--- config.mk ---
export PLATFORM = sky130hd
export DESIGN_NAME = c4_shift_sequencer_flat
export DESIGN_NICKNAME = d
export VERILOG_FILES = /design/src/rtl/c4_shift_sequencer_pkg.sv /design/src/rtl/c4_shift_sequencer_if.sv /design/src/rtl/c4_shift_sequencer_step.sv /design/src/rtl/c4_shift_sequencer.sv /design/src/flat_wrapper.sv
export SDC_FILE = /design/constraint.sdc
export NUM_CORES = 1
export LEC_CHECK = 0
export ABC_AREA = 1
export ABC_CLOCK_PERIOD_IN_PS = 1600
export CAP_MARGIN = 30
export CORE_MARGIN = 10
export CORE_UTILIZATION = 29
export DETAILED_ROUTE_END_ITERATION = 7
export PLACE_DENSITY = 0.52
export SLEW_MARGIN = 20
export SYNTH_ARGS = -nofsm -noshare
export SYNTH_HDL_FRONTEND = slang
export SYNTH_SLANG_ARGS = --single-unit
--- constraint.sdc ---
create_clock -name clk -period 1.6 [get_ports clk]
set_input_delay 0.32 -clock clk [delete_from_list [all_inputs] [get_ports clk]]
set_output_delay 0.32 -clock clk [all_outputs]
set_load 0.01 [all_outputs]
--- src/rtl/c4_shift_sequencer_pkg.sv ---
// ============================================================================
// c4_shift_sequencer_pkg : opcode and state encodings for the shift sequencer
// Revision: 1.0
// ============================================================================
`default_nettype none

package c4_shift_sequencer_pkg;

  typedef enum logic [2:0] {
    OP_PASS = 3'b000,
    OP_LSL  = 3'b001,
    OP_LSR  = 3'b010,
    OP_ROL  = 3'b011,
    OP_ROR  = 3'b100,
    OP_ASR  = 3'b101
  } op_e;

  typedef enum logic [1:0] {
    S_IDLE  = 2'b00,
    S_SHIFT = 2'b01,
    S_DONE  = 2'b10
  } state_e;

  // Codes 110/111 fall through to PASS along with 000.
  function automatic logic is_pass(input logic [2:0] op);
    logic r;
    case (op)
      OP_LSL, OP_LSR, OP_ROL, OP_ROR, OP_ASR: r = 1'b0;
      default:                                r = 1'b1;
    endcase
    return r;
  endfunction

endpackage

`default_nettype wire

--- src/rtl/c4_shift_sequencer_if.sv ---
// ============================================================================
// c4_shift_sequencer_if : request/result bundle of the shift sequencer
// Revision: 1.0
// ============================================================================
`default_nettype none

interface c4_shift_sequencer_if #(
  parameter int WIDTH = 8,
  parameter int CNT_W = 3
);
  logic             start;
  logic [WIDTH-1:0] data_in;
  logic [2:0]       op;
  logic [CNT_W-1:0] amount;
  logic             busy;
  logic             done;
  logic [WIDTH-1:0] data_out;
  logic             carry_out;

  modport master (
    output start, data_in, op, amount,
    input  busy, done, data_out, carry_out
  );

  modport slave (
    input  start, data_in, op, amount,
    output busy, done, data_out, carry_out
  );
endinterface

`default_nettype wire

--- src/rtl/c4_shift_sequencer_step.sv ---
// ============================================================================
// c4_shift_sequencer_step : combinational single bit-step of the work register
// Revision: 1.0
// ============================================================================
`default_nettype none

module c4_shift_sequencer_step
  import c4_shift_sequencer_pkg::*;
#(
  parameter int WIDTH = 8
) (
  input  wire logic [WIDTH-1:0] w_i,
  input  wire logic [2:0]       op_i,
  output logic      [WIDTH-1:0] w_o,
  output logic                  c_o
);

  always_comb begin
    w_o = w_i;
    c_o = 1'b0;
    case (op_i)
      OP_LSL: begin
        w_o = {w_i[WIDTH-2:0], 1'b0};
        c_o = w_i[WIDTH-1];
      end
      OP_LSR: begin
        w_o = {1'b0, w_i[WIDTH-1:1]};
        c_o = w_i[0];
      end
      OP_ROL: begin
        w_o = {w_i[WIDTH-2:0], w_i[WIDTH-1]};
        c_o = w_i[WIDTH-1];
      end
      OP_ROR: begin
        w_o = {w_i[0], w_i[WIDTH-1:1]};
        c_o = w_i[0];
      end
      OP_ASR: begin
        w_o = {w_i[WIDTH-1], w_i[WIDTH-1:1]};
        c_o = w_i[0];
      end
      default: begin
        w_o = w_i;
        c_o = 1'b0;
      end
    endcase
  end

endmodule

`default_nettype wire

--- src/rtl/c4_shift_sequencer.sv ---
// ============================================================================
// c4_shift_sequencer : multi-cycle shifter, one bit-step per clock, start/done
// Revision: 1.0
// ============================================================================
`default_nettype none

module c4_shift_sequencer
  import c4_shift_sequencer_pkg::*;
#(
  parameter int WIDTH = 8,
  parameter int CNT_W = 3
) (
  input wire logic              clk,
  input wire logic              rst_n,
  c4_shift_sequencer_if.slave   bus
);

  state_e           state_q, state_d;
  logic [WIDTH-1:0] w_q, w_d;
  logic [2:0]       op_q, op_d;
  logic [CNT_W-1:0] cnt_q, cnt_d;
  logic             c_q, c_d;
  logic [WIDTH-1:0] data_out_q, data_out_d;
  logic             carry_out_q, carry_out_d;

  logic [WIDTH-1:0] w_step;
  logic             c_step;

  c4_shift_sequencer_step #(
    .WIDTH (WIDTH)
  ) u_step (
    .w_i  (w_q),
    .op_i (op_q),
    .w_o  (w_step),
    .c_o  (c_step)
  );

  always_ff @(posedge clk or negedge rst_n) begin
    if (!rst_n) begin
      state_q     <= S_IDLE;
      w_q         <= '0;
      op_q        <= OP_PASS;
      cnt_q       <= '0;
      c_q         <= 1'b0;
      data_out_q  <= '0;
      carry_out_q <= 1'b0;
    end else begin
      state_q     <= state_d;
      w_q         <= w_d;
      op_q        <= op_d;
      cnt_q       <= cnt_d;
      c_q         <= c_d;
      data_out_q  <= data_out_d;
      carry_out_q <= carry_out_d;
    end
  end

  always_comb begin
    state_d     = state_q;
    w_d         = w_q;
    op_d        = op_q;
    cnt_d       = cnt_q;
    c_d         = c_q;
    data_out_d  = data_out_q;
    carry_out_d = carry_out_q;

    case (state_q)
      S_IDLE: begin
        if (bus.start) begin
          w_d   = bus.data_in;
          op_d  = bus.op;
          cnt_d = bus.amount;
          c_d   = 1'b0;
          if ((bus.amount == '0) || is_pass(bus.op)) begin
            state_d     = S_DONE;
            data_out_d  = bus.data_in;
            carry_out_d = 1'b0;
          end else begin
            state_d = S_SHIFT;
          end
        end
      end
      S_SHIFT: begin
        w_d   = w_step;
        c_d   = c_step;
        cnt_d = cnt_q - CNT_W'(1);
        // Outputs are loaded with the final step's value as DONE is entered.
        if (cnt_q <= CNT_W'(1)) begin
          state_d     = S_DONE;
          data_out_d  = w_step;
          carry_out_d = c_step;
        end
      end
      S_DONE: begin
        state_d = S_IDLE;
      end
      default: begin
        state_d = S_IDLE;
      end
    endcase
  end

  assign bus.busy      = (state_q != S_IDLE);
  assign bus.done      = (state_q == S_DONE);
  assign bus.data_out  = data_out_q;
  assign bus.carry_out = carry_out_q;

endmodule

`default_nettype wire
--- src/flat_wrapper.sv ---
// flat-port wrapper written by rule: the top's interface ports become plain ports
module c4_shift_sequencer_flat import c4_shift_sequencer_pkg::*;
#(
  parameter int WIDTH = 8,
  parameter int CNT_W = 3
)
  (clk, rst_n, bus_start, bus_data_in, bus_op, bus_amount, bus_busy, bus_done, bus_data_out, bus_carry_out);
  c4_shift_sequencer_if #(.WIDTH(WIDTH), .CNT_W(CNT_W)) bus_i ();
  input wire logic clk;
  input wire logic rst_n;
  input wire logic [$bits(bus_i.start)-1:0] bus_start;
  input wire logic [$bits(bus_i.data_in)-1:0] bus_data_in;
  input wire logic [$bits(bus_i.op)-1:0] bus_op;
  input wire logic [$bits(bus_i.amount)-1:0] bus_amount;
  output wire logic [$bits(bus_i.busy)-1:0] bus_busy;
  output wire logic [$bits(bus_i.done)-1:0] bus_done;
  output wire logic [$bits(bus_i.data_out)-1:0] bus_data_out;
  output wire logic [$bits(bus_i.carry_out)-1:0] bus_carry_out;
  assign bus_i.start = bus_start;
  assign bus_i.data_in = bus_data_in;
  assign bus_i.op = bus_op;
  assign bus_i.amount = bus_amount;
  assign bus_busy = bus_i.busy;
  assign bus_done = bus_i.done;
  assign bus_data_out = bus_i.data_out;
  assign bus_carry_out = bus_i.carry_out;
  c4_shift_sequencer #(.WIDTH(WIDTH), .CNT_W(CNT_W)) u_core (.clk(clk), .rst_n(rst_n), .bus(bus_i));
endmodule
==> flow_metrics.py <==
metrics = {
    "clock_tree": {
        "clock_path_buffers": 2,
        "clk_pin_slew_ns": 0.09,
        "root_buffer": "clkbuf_8",
        "clock_sinks": 25,
        "cts_buffers": 3,
        "tritoncts": "done",
        "htreeDepth": 1,
        "cts_hold_buf": 0,
        "clock_latency_ns": 0.27,
    },
    "yosys": {
        "yosys_warnings": 0,
        "synth_compound_area_share_pct": 7.55,
        "yosysTopAreaCell": "dfrtp_1",
        "synth_mux_area_share_pct": 0,
        "synth_area_per_cell_um2": 6.68,
        "synth_top_area_share_pct": 39.3,
        "synthAdderAreaFrac_pct": 2.36,
        "synthSimpleGateAreaFrac_pct": 38.4,
        "synth_area_leaders": "dfrtp_1 39%, nand2_1 28%, inv_1 7.6%",
        "synthXorXnorAreaFrac_pct": 0.551,
        "ys_ff_latch": 25,
        "synth_top_family_by_area": "simple AND/OR/NAND/NOR gates",
        "synth_fp_nets": 258,
        "yosysUniqueCellTypes": 19,
        "ys_seq_area_share_pct": 39.3,
        "syn_inst": 238,
        "synth_area_um2": 1590,
    },
    "floorplan": {
        "die_h_um": 94.1,
        "pin_count": 28,
        "die_w_um": 94.1,
        "num_rows": 26,
        "initial_utilization_pct": 30.6,
        "die_area_um2": 8850,
        "core-area_um2": 5200,
    },
    "sta": {
        "final-hold-violation-count": 0,
        "rsz0062_at_grt": "no",
        "clock.fmax_mhz": 664,
        "finalSetupViolations": 0,
        "skew_ns": 0.00631,
        "slew_headroom_pct": 77.9,
        "timing.final.crit_share_pct": 94.1,
        "period_minus_slack_ns": 1.51,
        "worstMarginPinSlew_ns": 0.331,
        "slew_viol_final": 0,
        "final.setup.worst_slack_ns": 0.0942,
    },
    "drt": {
        "drc_errors": 0,
        "top_layer": "met4",
        "dr_wl_met2_um": 1780,
        "wl_met1_um": 2110,
        "met3_length_um": 145,
        "wl_um": 4070,
        "drt-vias-per-instance": 4.17,
        "wl_per_cell_um": 11.4,
        "first_pass_iters": 4,
        "ant_nets": 0,
        "drt_iter0_drc": 81,
        "num_vias": 1484,
    },
    "final_layout": {
        "design_area_um2": 2170,
        "final_common_cell": "nand2_1",
        "final_cell_count_no_fill": 356,
        "area_growth_pct": 36.3,
        "multi_input_area_um2": 800,
        "nets": 307,
        "diodes": 0,
        "final_cell_mix": "115 x nand2_1, 29 x inv_1, 25 x clkdlybuf4s50_1, 25 x dfrtp_1, 21 x buf_4",
        "seq_area_um2": 626,
        "n_fill_cell": 569,
        "drive_gt1_share_pct": 17.5,
    },
    "hold_path": {
        "holdCritPathClass": "primary input to async pin",
    },
    "setup_path": {
        "r2r_cells": 9,
        "critPathRequiredTime_ns": 1.28,
        "path_class": "flop to output pin",
        "r2r_slack_ns": 0.18,
        "path_max_fanout": 3,
        "critPathArrivalTime_ns": 1.19,
        "r2r_end": "u_core.bus.data_out[0]",
        "end_kind": "output pin",
        "r2r-start": "u_core.op_q[1]",
        "cp-start-kind": "flop",
    },
    "global_route": {
        "grt-ovfl-total": 0,
        "grt_antenna_before_repair": 0,
        "grt_max_degree": 26,
        "grt_pass1_vias": 1459,
        "grt_pass1_wl_um": 6960,
        "groute.usage.overall_pct": 9.58,
    },
    "power": {
        "p_comb_share_pct": 66.4,
        "p_int_mw": 2.55,
        "power_frac_seq_pct": 25.3,
        "p_sw_mw": 2.15,
        "power.density_nw_per_um2": 2160,
        "peakVddDrop_uv": 777,
        "finalPower_mw": 4.69,
        "swShare_pct": 45.7,
        "clkPwrFrac_pct": 8.4,
        "cellLeakagePower_nw": 1.19,
    },
    "place": {
        "portBuffers": 27,
        "gp_congestion": 0.792,
        "place_inst": 343,
        "dp_slack_ns": -0.0775,
        "postPlaceCellArea_um2": 2010,
        "dp_hpwl_um": 2970,
    },
    "job": {
        "maxCapViolations": 0,
    },
    "status": {
        "status": "finished, final reports clean",
    },
}
-- worst max-delay path: stages, from the launching register on --
cell and delay [ns]:
dfrtp_1 0.41, buf_4 0.15, nor2_1 0.11, clkdlybuf4s15_1 0.25
-- power by group through the flow --
stage	Sequential, mW	Clock [mW]	Combinational, mW
final	1.19	0.392	3.12
after global routing	1.23	0.436	3.53
after CTS	1.18	0.401	2.84
after detailed placement	1.20	0	2.79
after global placement	1.20	0	2.79
after floorplan	1.20	0	1.90
-- kinds of logic (layout without fill, tap and decap cells) --
logic type | Yosys count | in the layout
adder cells (fa/ha/maj) | 3 | 3
buffers and inverters | 42 | 90
AND/OR/NAND/NOR | 149 | 149
flip-flops | 25 | 25
AO/OA/AOI/OAI | 18 | 18
XOR/XNOR | 1 | 1
-- layout make-up --
cell class,count,area share (%)
flip-flops and latches,25,28.9
clock inverters,1,0.346
inverters,36,6.23
well taps,70,4.04
multi-input cells,171,36.9
clock buffers,3,1.90
repair buffers,50,21.8
-- worst max path at each step --
stage	startpoint	to	depth (start not counted)
after floorplan	u_core.op_q[1]	u_core.w_q[6]	11
after global placement	bus_op[2]	u_core.bus.data_out[3]	10
after detailed placement	bus_op[1]	u_core.bus.data_out[2]	10
after CTS	u_core.state_q[1]	bus_done	4
after global routing	u_core.state_q[0]	bus_done	3
final	u_core.state_q[0]	bus_done	3
-- timing repair --
action                                  CTS  global route
pin swaps                                 0             1
gates cloned                              0             1
endpoints found under the setup margin    2             3
setup buffers                             2             6
hold endpoints to repair                  0             0
resized for setup                         3             9
-- metrics by stage --
step	TNS (ns)	hold slack, ns	utilization (%)
2_1_floorplan	0	0.0244	-
3_3_place_gp	-0.383	0.468	38.7
3_5_place_dp	-0.490	0.464	38.7
4_1_cts	0	0.414	39.9
5_1_grt	0	0.424	41.7
6_report	0	0.405	41.7
-- sequential cells by signal (all words and copies together), names as in the netlist --
register and count:
u_core.state_q 2, u_core.bus.data_out 8, u_core.bus.carry_out 1, u_core.cnt_q 3, u_core.op_q 3, u_core.w_q 8
-- synthesized netlist by cell type --
cell,n
a21oi_1,2
a21oi_2,7
a221oi_1,1
buf_4,2
buf_6,3
clkbuf_1,1
dfrtp_1,25
ha_1,3
inv_1,32
inv_2,4
nand2_1,118
nand3_1,13
nand3_2,2
nand3_4,1
nor2_1,13
nor2_4,1
nor3_1,1
o21ai_0,8
xor2_1,1
-- metal layers --
metal | global-route usage [%] | vias up
li1 | - | 812
met1 | 13.4 | 654
met2 | 13.9 | 16
met3 | 2.08 | 2
met4 | 3.80 | 0
met5 | 0 | -
Note: power is estimated with default switching activity, not from simulation.
